**src/rtl/sim_mailbox_if.sv**
```systemverilog
// RAM write port and event-stream handshake shared by the CPU side and sim_mailbox.
interface sim_mailbox_if;
    logic        CS;
    logic        WR;
    logic [31:0] ADDR;
    logic [63:0] MASK;
    logic [63:0] DIN;
    logic        EV_VLD;
    logic        EV_RDY;
    logic [1:0]  EV_KIND;
    logic [31:0] EV_DATA;

    modport master (
        output CS, WR, ADDR, MASK, DIN, EV_RDY,
        input  EV_VLD, EV_KIND, EV_DATA
    );

    modport slave (
        input  CS, WR, ADDR, MASK, DIN, EV_RDY,
        output EV_VLD, EV_KIND, EV_DATA
    );
endinterface

```
**src/rtl/sim_mailbox.sv**
```systemverilog
// Snoops CPU writes to the 16-byte mailbox window, queues them as events and runs the
// pass/fail/timeout verdict FSM. Console reporting is enabled by SIM_MAILBOX_DISPLAY_EN.
module sim_mailbox #(
    parameter logic [31:0] MAGIC_BASE   = 32'hFFFF_FFF0,
    parameter logic [31:0] MAX_CLOCKS   = 32'd100000,
    parameter int          FIFO_DEPTH   = 8,
    parameter int          DRAIN_CYCLES = 4
) (
    input  logic         sim_clk,
    input  logic         sim_rst,
    sim_mailbox_if.slave bus,
    output logic [7:0]   DROPS,
    output logic [31:0]  CYCLES,
    output logic         PASS,
    output logic         FAIL,
    output logic         TIMEOUT,
    output logic         DONE
);
    localparam int         AW         = $clog2(FIFO_DEPTH);
    localparam logic [7:0] DRAIN_LOAD = 8'(DRAIN_CYCLES);
    localparam logic [AW:0] PTR_ONE   = (AW+1)'(1);

    typedef enum logic [1:0] {
        ST_RUN   = 2'd0,
        ST_DRAIN = 2'd1,
        ST_DONE  = 2'd2
    } state_t;

    state_t       state_r, state_s;
    logic [33:0]  mem_r [FIFO_DEPTH];
    logic [AW:0]  wr_ptr_r, rd_ptr_r, wr_ptr_s, rd_ptr_s;
    logic         ev_vld_r, head_vld_s;
    logic [33:0]  head_r, head_s;
    logic [7:0]   drops_r, drops_s, drain_r, drain_s;
    logic [31:0]  cycles_r, cycles_s;
    logic         pass_r, fail_r, timeout_r, done_r;
    logic         pass_s, fail_s, timeout_s;
    logic         hit_s, full_s, pop_s, push_s, drop_s, verdict_hit_s;
    logic [1:0]   kind_s;
    logic         unused_s;

    assign unused_s    = ^{bus.MASK, bus.DIN[63:32]};
    assign bus.EV_VLD  = ev_vld_r;
    assign bus.EV_KIND = head_r[33:32];
    assign bus.EV_DATA = head_r[31:0];
    assign DROPS       = drops_r;
    assign CYCLES      = cycles_r;
    assign PASS        = pass_r;
    assign FAIL        = fail_r;
    assign TIMEOUT     = timeout_r;
    assign DONE        = done_r;

    // Mailbox address decode; DONE stops all further capture
    always_comb begin
        kind_s        = bus.ADDR[3:2];
        hit_s         = bus.CS && bus.WR && (bus.ADDR[31:4] == MAGIC_BASE[31:4]) &&
                        (bus.ADDR[1:0] == 2'b00) && (state_r != ST_DONE);
        verdict_hit_s = hit_s && kind_s[1];
    end

    // FIFO pointer update and next head; a push into a slot that becomes the head bypasses memory
    always_comb begin
        full_s = (wr_ptr_r[AW] != rd_ptr_r[AW]) && (wr_ptr_r[AW-1:0] == rd_ptr_r[AW-1:0]);
        pop_s  = ev_vld_r && bus.EV_RDY;
        push_s = hit_s && (!full_s || pop_s);
        drop_s = hit_s && full_s && !pop_s;
        if (push_s) begin
            wr_ptr_s = wr_ptr_r + PTR_ONE;
        end else begin
            wr_ptr_s = wr_ptr_r;
        end
        if (pop_s) begin
            rd_ptr_s = rd_ptr_r + PTR_ONE;
        end else begin
            rd_ptr_s = rd_ptr_r;
        end
        if (wr_ptr_s == rd_ptr_s) begin
            head_vld_s = 1'b0;
            head_s     = 34'd0;
        end else if (push_s && (rd_ptr_s == wr_ptr_r)) begin
            head_vld_s = 1'b1;
            head_s     = {kind_s, bus.DIN[31:0]};
        end else begin
            head_vld_s = 1'b1;
            head_s     = mem_r[rd_ptr_s[AW-1:0]];
        end
        if (drop_s && (drops_r != 8'hFF)) begin
            drops_s = drops_r + 8'd1;
        end else begin
            drops_s = drops_r;
        end
    end

    // Verdict FSM next state; a verdict hit outranks a coincident watchdog expiry
    always_comb begin
        state_s   = state_r;
        drain_s   = drain_r;
        cycles_s  = cycles_r;
        pass_s    = pass_r;
        fail_s    = fail_r;
        timeout_s = timeout_r;
        case (state_r)
            ST_RUN: begin
                if (cycles_r != MAX_CLOCKS) begin
                    cycles_s = cycles_r + 32'd1;
                end else begin
                    cycles_s = cycles_r;
                end
                if (verdict_hit_s) begin
                    pass_s  = !kind_s[0];
                    fail_s  = kind_s[0];
                    drain_s = DRAIN_LOAD;
                    state_s = ST_DRAIN;
                end else if (cycles_r == MAX_CLOCKS) begin
                    timeout_s = 1'b1;
                    drain_s   = DRAIN_LOAD;
                    state_s   = ST_DRAIN;
                end else begin
                    state_s = ST_RUN;
                end
            end
            ST_DRAIN: begin
                if (drain_r <= 8'd1) begin
                    drain_s = 8'd0;
                    state_s = ST_DONE;
                end else begin
                    drain_s = drain_r - 8'd1;
                    state_s = ST_DRAIN;
                end
            end
            ST_DONE: begin
                state_s = ST_DONE;
            end
            default: begin
                state_s = ST_RUN;
            end
        endcase
    end

    // FSM, verdict and counter registers
    always_ff @(posedge sim_clk or posedge sim_rst) begin
        if (sim_rst) begin
            state_r   <= ST_RUN;
            drain_r   <= 8'd0;
            cycles_r  <= 32'd0;
            pass_r    <= 1'b0;
            fail_r    <= 1'b0;
            timeout_r <= 1'b0;
            done_r    <= 1'b0;
            drops_r   <= 8'd0;
        end else begin
            state_r   <= state_s;
            drain_r   <= drain_s;
            cycles_r  <= cycles_s;
            pass_r    <= pass_s;
            fail_r    <= fail_s;
            timeout_r <= timeout_s;
            done_r    <= (state_s == ST_DONE);
            drops_r   <= drops_s;
        end
    end

    // Event storage, pointers and registered head
    always_ff @(posedge sim_clk or posedge sim_rst) begin
        if (sim_rst) begin
            for (int i = 0; i < FIFO_DEPTH; i++) begin
                mem_r[i] <= 34'd0;
            end
            wr_ptr_r <= '0;
            rd_ptr_r <= '0;
            ev_vld_r <= 1'b0;
            head_r   <= 34'd0;
        end else begin
            if (push_s) begin
                mem_r[wr_ptr_r[AW-1:0]] <= {kind_s, bus.DIN[31:0]};
            end
            wr_ptr_r <= wr_ptr_s;
            rd_ptr_r <= rd_ptr_s;
            ev_vld_r <= head_vld_s;
            head_r   <= head_s;
        end
    end

`ifdef SIM_MAILBOX_DISPLAY_EN
    // Console reporting and self-termination for simulation builds
    always_ff @(posedge sim_clk) begin
        if (!sim_rst) begin
            if (push_s) begin
                case (kind_s)
                    2'd0:    $display("### SIMULATION INFO - 0x%08X ###", bus.DIN[31:0]);
                    2'd1:    $display("### SIMULATION WARN - 0x%08X ###", bus.DIN[31:0]);
                    2'd2:    $display("### SIMULATION PASSED - 0x%08X ###", bus.DIN[31:0]);
                    default: $display("### SIMULATION FAILED - 0x%08X ###", bus.DIN[31:0]);
                endcase
            end
            if (timeout_s && !timeout_r) begin
                $display(" ****** MAX CLOCKS - ENDING SIMULATION *****");
            end
            if (done_r) begin
                $finish;
            end
        end
    end
`endif

endmodule

```
**src/flat_wrapper.sv**
```systemverilog
// flat-port wrapper written by rule: the top's interface ports become plain ports
module sim_mailbox_flat 
#(
    parameter logic [31:0] MAGIC_BASE   = 32'hFFFF_FFF0,
    parameter logic [31:0] MAX_CLOCKS   = 32'd100000,
    parameter int          FIFO_DEPTH   = 8,
    parameter int          DRAIN_CYCLES = 4
)
  (sim_clk, sim_rst, DROPS, CYCLES, PASS, FAIL, TIMEOUT, DONE, bus_CS, bus_WR, bus_ADDR, bus_MASK, bus_DIN, bus_EV_RDY, bus_EV_VLD, bus_EV_KIND, bus_EV_DATA);
  sim_mailbox_if bus_i ();
  input  logic sim_clk;
  input  logic sim_rst;
  output logic [7:0] DROPS;
  output logic [31:0] CYCLES;
  output logic PASS;
  output logic FAIL;
  output logic TIMEOUT;
  output logic DONE;
  input wire logic [$bits(bus_i.CS)-1:0] bus_CS;
  input wire logic [$bits(bus_i.WR)-1:0] bus_WR;
  input wire logic [$bits(bus_i.ADDR)-1:0] bus_ADDR;
  input wire logic [$bits(bus_i.MASK)-1:0] bus_MASK;
  input wire logic [$bits(bus_i.DIN)-1:0] bus_DIN;
  input wire logic [$bits(bus_i.EV_RDY)-1:0] bus_EV_RDY;
  output wire logic [$bits(bus_i.EV_VLD)-1:0] bus_EV_VLD;
  output wire logic [$bits(bus_i.EV_KIND)-1:0] bus_EV_KIND;
  output wire logic [$bits(bus_i.EV_DATA)-1:0] bus_EV_DATA;
  assign bus_i.CS = bus_CS;
  assign bus_i.WR = bus_WR;
  assign bus_i.ADDR = bus_ADDR;
  assign bus_i.MASK = bus_MASK;
  assign bus_i.DIN = bus_DIN;
  assign bus_i.EV_RDY = bus_EV_RDY;
  assign bus_EV_VLD = bus_i.EV_VLD;
  assign bus_EV_KIND = bus_i.EV_KIND;
  assign bus_EV_DATA = bus_i.EV_DATA;
  sim_mailbox #(.MAGIC_BASE(MAGIC_BASE), .MAX_CLOCKS(MAX_CLOCKS), .FIFO_DEPTH(FIFO_DEPTH), .DRAIN_CYCLES(DRAIN_CYCLES)) u_core (.sim_clk(sim_clk), .sim_rst(sim_rst), .bus(bus_i), .DROPS(DROPS), .CYCLES(CYCLES), .PASS(PASS), .FAIL(FAIL), .TIMEOUT(TIMEOUT), .DONE(DONE));
endmodule
```
**config.mk**
```make
export PLATFORM = sky130hd
export DESIGN_NAME = sim_mailbox_flat
export DESIGN_NICKNAME = d
export VERILOG_FILES = /design/src/rtl/sim_mailbox_if.sv /design/src/rtl/sim_mailbox.sv /design/src/flat_wrapper.sv
export SDC_FILE = /design/constraint.sdc
export NUM_CORES = 1
export LEC_CHECK = 0
export CAP_MARGIN = 20
export CORE_MARGIN = 2
export CORE_UTILIZATION = 45
export CTS_BUF_LIST = sky130_fd_sc_hd__clkbuf_8
export CTS_CLUSTER_DIAMETER = 150
export CTS_CLUSTER_SIZE = 14
export DETAILED_ROUTE_END_ITERATION = 6
export DONT_BUFFER_PORTS = 1
export PLACE_DENSITY_LB_ADDON = 0.15
export SYNTH_ARGS = -nofsm -noshare
export SYNTH_HDL_FRONTEND = slang
export SYNTH_SLANG_ARGS = --single-unit
```
**constraint.sdc**
```tcl
create_clock -name sim_clk -period 13.4 [get_ports sim_clk]
set_clock_uncertainty 0.05 [all_clocks]
set_input_delay 2.01 -clock sim_clk [delete_from_list [all_inputs] [get_ports sim_clk]]
set_output_delay 2.01 -clock sim_clk [all_outputs]
set_load 0.02 [all_outputs]
```
# Word-level counts from Yosys, hierarchy flattened
# Cells that the tools add are included.
# classes
n_addsub	5
n_mul	0
div	0
order_cmp	4
eq_ne	13
shifts	0
mux	19
n_bitwise	3
reduce_logical	24
# op_table
operator	n
$bwmux 272	1
$mux 34	5
$bmux 34 s3	1
$demux 34 s3	1
$add 32x1->32 const B	1
$eq 32x17->1 const B	1
$ne 32x17->1 const B	1
$eq 28x28->1 const B	1
$mux 8	3
$pmux 8 s2	1
$logic_and 1x1->1	13
$add 4x1->4 const B	2
$add 8x1->8 const B	1
$eq 4x4->1	2
$ge 4x4->1 const B	2
$le 8x1->1 const B	1
$mux 4	2
$ne 8x8->1 const B	1
$not 3->4	2
$sub 8x1->8 const B	1
$pmux 2 s3	1
$reduce_and 2->1	3
$eq 2x2->1 const B	2
$logic_not 2->1	2
13 further kinds	17
# word_totals
regBits	369
latchBits	0
ram_bits	0
romBits	0
input_bits	165
out_inout_bits	79
word_cells	88
mem_count	0

# Depth between registers and ports, before layout
# depth
depth_word	8
ltp_mapped	11

# Least setup slack after synthesis
# No wires, ideal clock.
# synth_path
path_type	input-to-reg
from	input port bus_ADDR[0]
to	register u_core.mem_r[218] in the netlist's numbering
arrival_time_ps	3920
required_time_ps	13225
slack_ps	9306
path_stages	9
n_path_buf	3
cell_sequence	nand4bb_1 -> nor4_2 -> nand3_1 -> nor2b_1 -> buf_4 -> and4bb_2 -> buf_2 -> buf_2 -> mux2_2
# synth_between
elab_chain_cells	4
# synth_lines
item	line	rtl
start, declared	flat_wrapper.sv:21	input wire logic [$bits(bus_i.ADDR)-1:0] bus_ADDR;
$logic_not 2->1	sim_mailbox.sv:57	(bus.ADDR[1:0] == 2'b00) && (state_r != ST_DONE);
$logic_and 1x1->1	sim_mailbox.sv:56	hit_s = bus.CS && bus.WR && (bus.ADDR[31:4] == MAGIC_BASE[31:4]) &&
$logic_and 1x1->1	sim_mailbox.sv:57	
$logic_and 1x1->1	sim_mailbox.sv:65	push_s = hit_s && (!full_s || pop_s);
end signal, assigned by index	sim_mailbox.sv:175	mem_r[wr_ptr_r[AW-1:0]] <= {kind_s, bus.DIN[31:0]};
end, declared	sim_mailbox.sv:30	logic [33:0] mem_r [FIFO_DEPTH];
# No other way between the ends.
# A chain may end at the register's enable or synchronous reset.

# Worst setup path in the final report
# layout_path
from	input port bus_ADDR[0]
to	register u_core.mem_r[85] in the netlist's numbering
# Same word-level chain as after synthesis.

==> results.json <==
{
  "power_density_mw_per_mm2": 123,
  "ys_async_sr_fraction": 1.00,
  "synth_fp_nets": 1297,
  "io_buffers": 0,
  "cp_slowest_cell": "nor3b_4",
  "slowest_delay_ns": 0.80,
  "ys_types": 51,
  "fin_crit_sh": 0.364,
  "stdcell_count": 1576,
  "first_pass_iters": 4,
  "rsz0062_at_grt": "no",
  "syn2layout_area_growth_pct": 5.32,
  "clock-sinks": 369,
  "critPathKind": "input pin to flip-flop",
  "p_seq_frac": 0.520,
  "grt_antenna_before_repair": 1,
  "power_leakage_nw": 8.63,
  "fin_crit_ns": 4.87,
  "grt_use_total": 0.195,
  "power_switching_mw": 0.680,
  "antennaDiodeCount": 0,
  "outcome": "finished, final reports clean",
  "cts_root_buffer": "clkbuf_8",
  "max_slew_margin": 0.313,
  "finalNetCount": 1280,
  "postCtsSetupBuffers": 0,
  "path_clk_slew_ns": 0.09,
  "setup_viol": 0,
  "postRouteAntennaNets": 0,
  "wl_per_cell_um": 23.1,
  "grt_remaining_overflow": 0,
  "dieArea_mm2": 0.0388,
  "grt_pass1_wl_um": 58400,
  "ys_seq_elements": 369,
  "synthTopCellsByArea": "dfrtp_1 55%, mux2_2 21%, mux4_2 9.1%",
  "synth_top_cell_by_area": "dfrtp_1",
  "dp.cells": 1543,
  "route.detailed.drc": 0,
  "die_height_um": 197,
  "fmax_ghz": 0.205,
  "first_global_vias": 9840,
  "netlist_area_mm2": 0.0168,
  "cp_num_buf_inv": 1,
  "worst_slew_pin_slew_ns": 1.02,
  "grt_max_degree": 159,
  "crit_path_end_kind": "flip-flop",
  "cts_tree": "yes",
  "ys_seq_area_frac": 0.551,
  "rows": 70,
  "cts.path.max_buffers": 3,
  "path_max_fanout": 25,
  "cts_hold_buf": 0,
  "combPwrFrac": 0.219,
  "regToRegSetupSlack_ns": 9.13,
  "total_power_mw": 2.18,
  "p_clk_frac": 0.260,
  "maxCapViolations": 0,
  "synth-main-ff-cell": "dfrtp_1",
  "path_delay_family": "simple AND/OR/NAND/NOR gates",
  "cts_max_level": 1,
  "core_mm2": 0.0366,
  "synthesis.instances": 1125,
  "drt-initial-drc-count": 557,
  "p_sw_frac": 0.312,
  "synth_top_area_share": 0.551,
  "yosysWarnings": 0,
  "placed_area_mm2": 0.0172,
  "hpwl_um": 20900,
  "wl_um": 36500,
  "arrival_ns": 5.34,
  "stdcell_area_mm2": 0.0177,
  "critPathLaunchType": "input pin",
  "final_max_slew_viol_count": 0,
  "synth-edff-count": 0,
  "numCtsBuffers": 30,
  "die_width_um": 197,
  "ioPinCount": 244,
  "hold_class": "flip-flop to flip-flop",
  "clk_latency_ns": 0.63,
  "syn_avg_cell_area_um2": 14.9,
  "vias_per_cell": 5.80,
  "finalHoldViolations": 0,
  "cp.required_ns": 13.86,
  "ir_drop_v": 0.000101,
  "gp_congestion": 0.767,
  "cts_resized": 0,
  "start_util": 0.458,
  "cp_cell_sequence": "nand4bb_1 > nor4_2 > nand3_1 > nor2b_1 > nor3b_4 > buf_4 > mux2_2",
  "num_vias": 9147,
  "timing.setup.tns_ns": 0,
  "p_int_mw": 1.50,
  "drive_gt1_frac": 0.402
}
## per-layer routing
layer / share of wire / vias to the layer above / global-route usage / wire [um]
li1: - / 4065 / - / -
met1: 0.46 / 4895 / 0.275 / 16800
met2: 0.47 / 147 / 0.316 / 17200
met3: 0.050 / 40 / 0.0422 / 1830
met4: 0.016 / 0 / 0.0356 / 592
met5: 0 / - / 0 / 0
## worst register-to-register path, stage by stage (launching register included)
cell      delay, ns
dfrtp_1        0.57
ha_1           0.29
and3_1         0.20
nor2_1         0.52
clkinv_2       0.77
xnor2_1        0.40
nand3_1        0.16
mux2i_4        0.41
buf_4          0.47
a21oi_1        0.22
## cell usage in the layout, fill, tap and decap left out, types with 3 or more instances in the layout
| master | Yosys | final |
|---|---|---|
| a21oi_1 | 38 | 38 |
| a31oi_1 | 5 | 5 |
| and2_1 | 3 | 3 |
| and3_1 | 7 | 6 |
| and4b_2 | 0 | 3 |
| buf_4 | 8 | 14 |
| clkbuf_8 | 0 | 31 |
| dfrtp_1 | 369 | 369 |
| ha_1 | 7 | 7 |
| inv_1 | 12 | 10 |
| mux2_2 | 308 | 308 |
| mux2i_1 | 36 | 35 |
| mux4_2 | 68 | 68 |
| nand2_1 | 35 | 35 |
| nand3_1 | 19 | 18 |
| nand4_1 | 19 | 19 |
| nor2_1 | 19 | 19 |
| nor2b_1 | 4 | 4 |
| nor3_1 | 6 | 6 |
| nor4_1 | 7 | 7 |
| nor4b_1 | 4 | 4 |
| o21ai_0 | 7 | 7 |
| xnor2_1 | 39 | 39 |
| xnor3_1 | 3 | 3 |
| xor2_1 | 12 | 11 |
## power by group through the flow
stage / Combinational (mW) / Sequential, mW / Clock [mW]
2_1_floorplan: 0.361 / 1.15 / 0
3_3_place_gp: 0.487 / 1.16 / 0
3_5_place_dp: 0.486 / 1.16 / 0
4_1_cts: 0.487 / 1.13 / 0.594
5_1_grt: 0.515 / 1.14 / 0.634
6_report: 0.478 / 1.13 / 0.567
## synthesized netlist by cell type, types with 2 or more instances
cell type  number
nand2b_1        2
nand4bb_1       2
buf_4           8
buf_6           4
mux2_2        308
nand2_1        35
o21ai_0         7
and4b_1         4
inv_1          12
or2_2           2
nor2_1         19
a21oi_1        38
ha_1            7
nand3_1        19
buf_1           3
mux4_2         68
xnor3_1         3
or3_1           2
xnor2_1        39
and4_1          2
inv_2           2
nor4_1          7
a31oi_1         5
nor3_1          6
clkbuf_1       11
xor2_1         12
dfrtp_1       369
nand4_1        19
nor4b_1         4
and2_1          3
and3_1          7
nor2b_1         4
buf_2          39
mux2i_1        36
## final timing paths
path / from / to / cells past startpoint
worst max-delay path: bus_ADDR[0] / u_core.mem_r[85] / 7
worst min-delay path: u_core.drain_r[7] / u_core.drain_r[7] / 1
worst max register to register: u_core.rd_ptr_r[0] / u_core.head_r[33] / 9
worst min register to register: u_core.drain_r[7] / u_core.drain_r[7] / 1
max in group asynchronous: sim_rst / u_core.mem_r[180] / 3
min in group asynchronous: sim_rst / u_core.head_r[4] / 1
## cells by family after synthesis
kind of cell / Yosys count / share of synthesized area
flip-flops: 369 / 0.551
adder cells (fa/ha/maj): 7 / 0.00522
AND/OR/NAND/NOR: 145 / 0.0490
buffers and inverters: 79 / 0.0242
XOR/XNOR: 55 / 0.0321
AO/OA/AOI/OAI: 58 / 0.0191
multiplexers: 412 / 0.320
## stage by stage
| stage | hold WS (ns) | worst slack, ns | util |
|---|---|---|---|
| global placement | 0.430 | 7.89 | 0.470 |
| finish | 0.438 | 8.53 | 0.482 |
| detailed placement | 0.423 | 7.82 | 0.470 |
| CTS | 0.441 | 8.51 | 0.482 |
| floorplan | 0.400 | 1.09 | - |
| global route | 0.468 | 8.35 | 0.482 |
## area by class of cell
cell class,count,area (um2)
clock inverters,1,11.3
well taps,468,586
clock buffers,31,427
inverters,14,62.6
flip-flops and latches,369,9230
repair buffers,16,145
multi-input cells,677,7190
fillers,3240,19000
## flip-flops by register name, indices dropped and copies added, names as in the netlist
name               cells
u_core.TIMEOUT         1
u_core.drain_r         8
u_core.PASS            1
u_core.rd_ptr_r        4
u_core.CYCLES         32
u_core.wr_ptr_r        4
u_core.DROPS           8
u_core.bus.EV_VLD      1
u_core.mem_r         272
u_core.state_r         2
u_core.DONE            1
u_core.head_r         34
u_core.FAIL            1
Power figures use the tool's default switching activity.
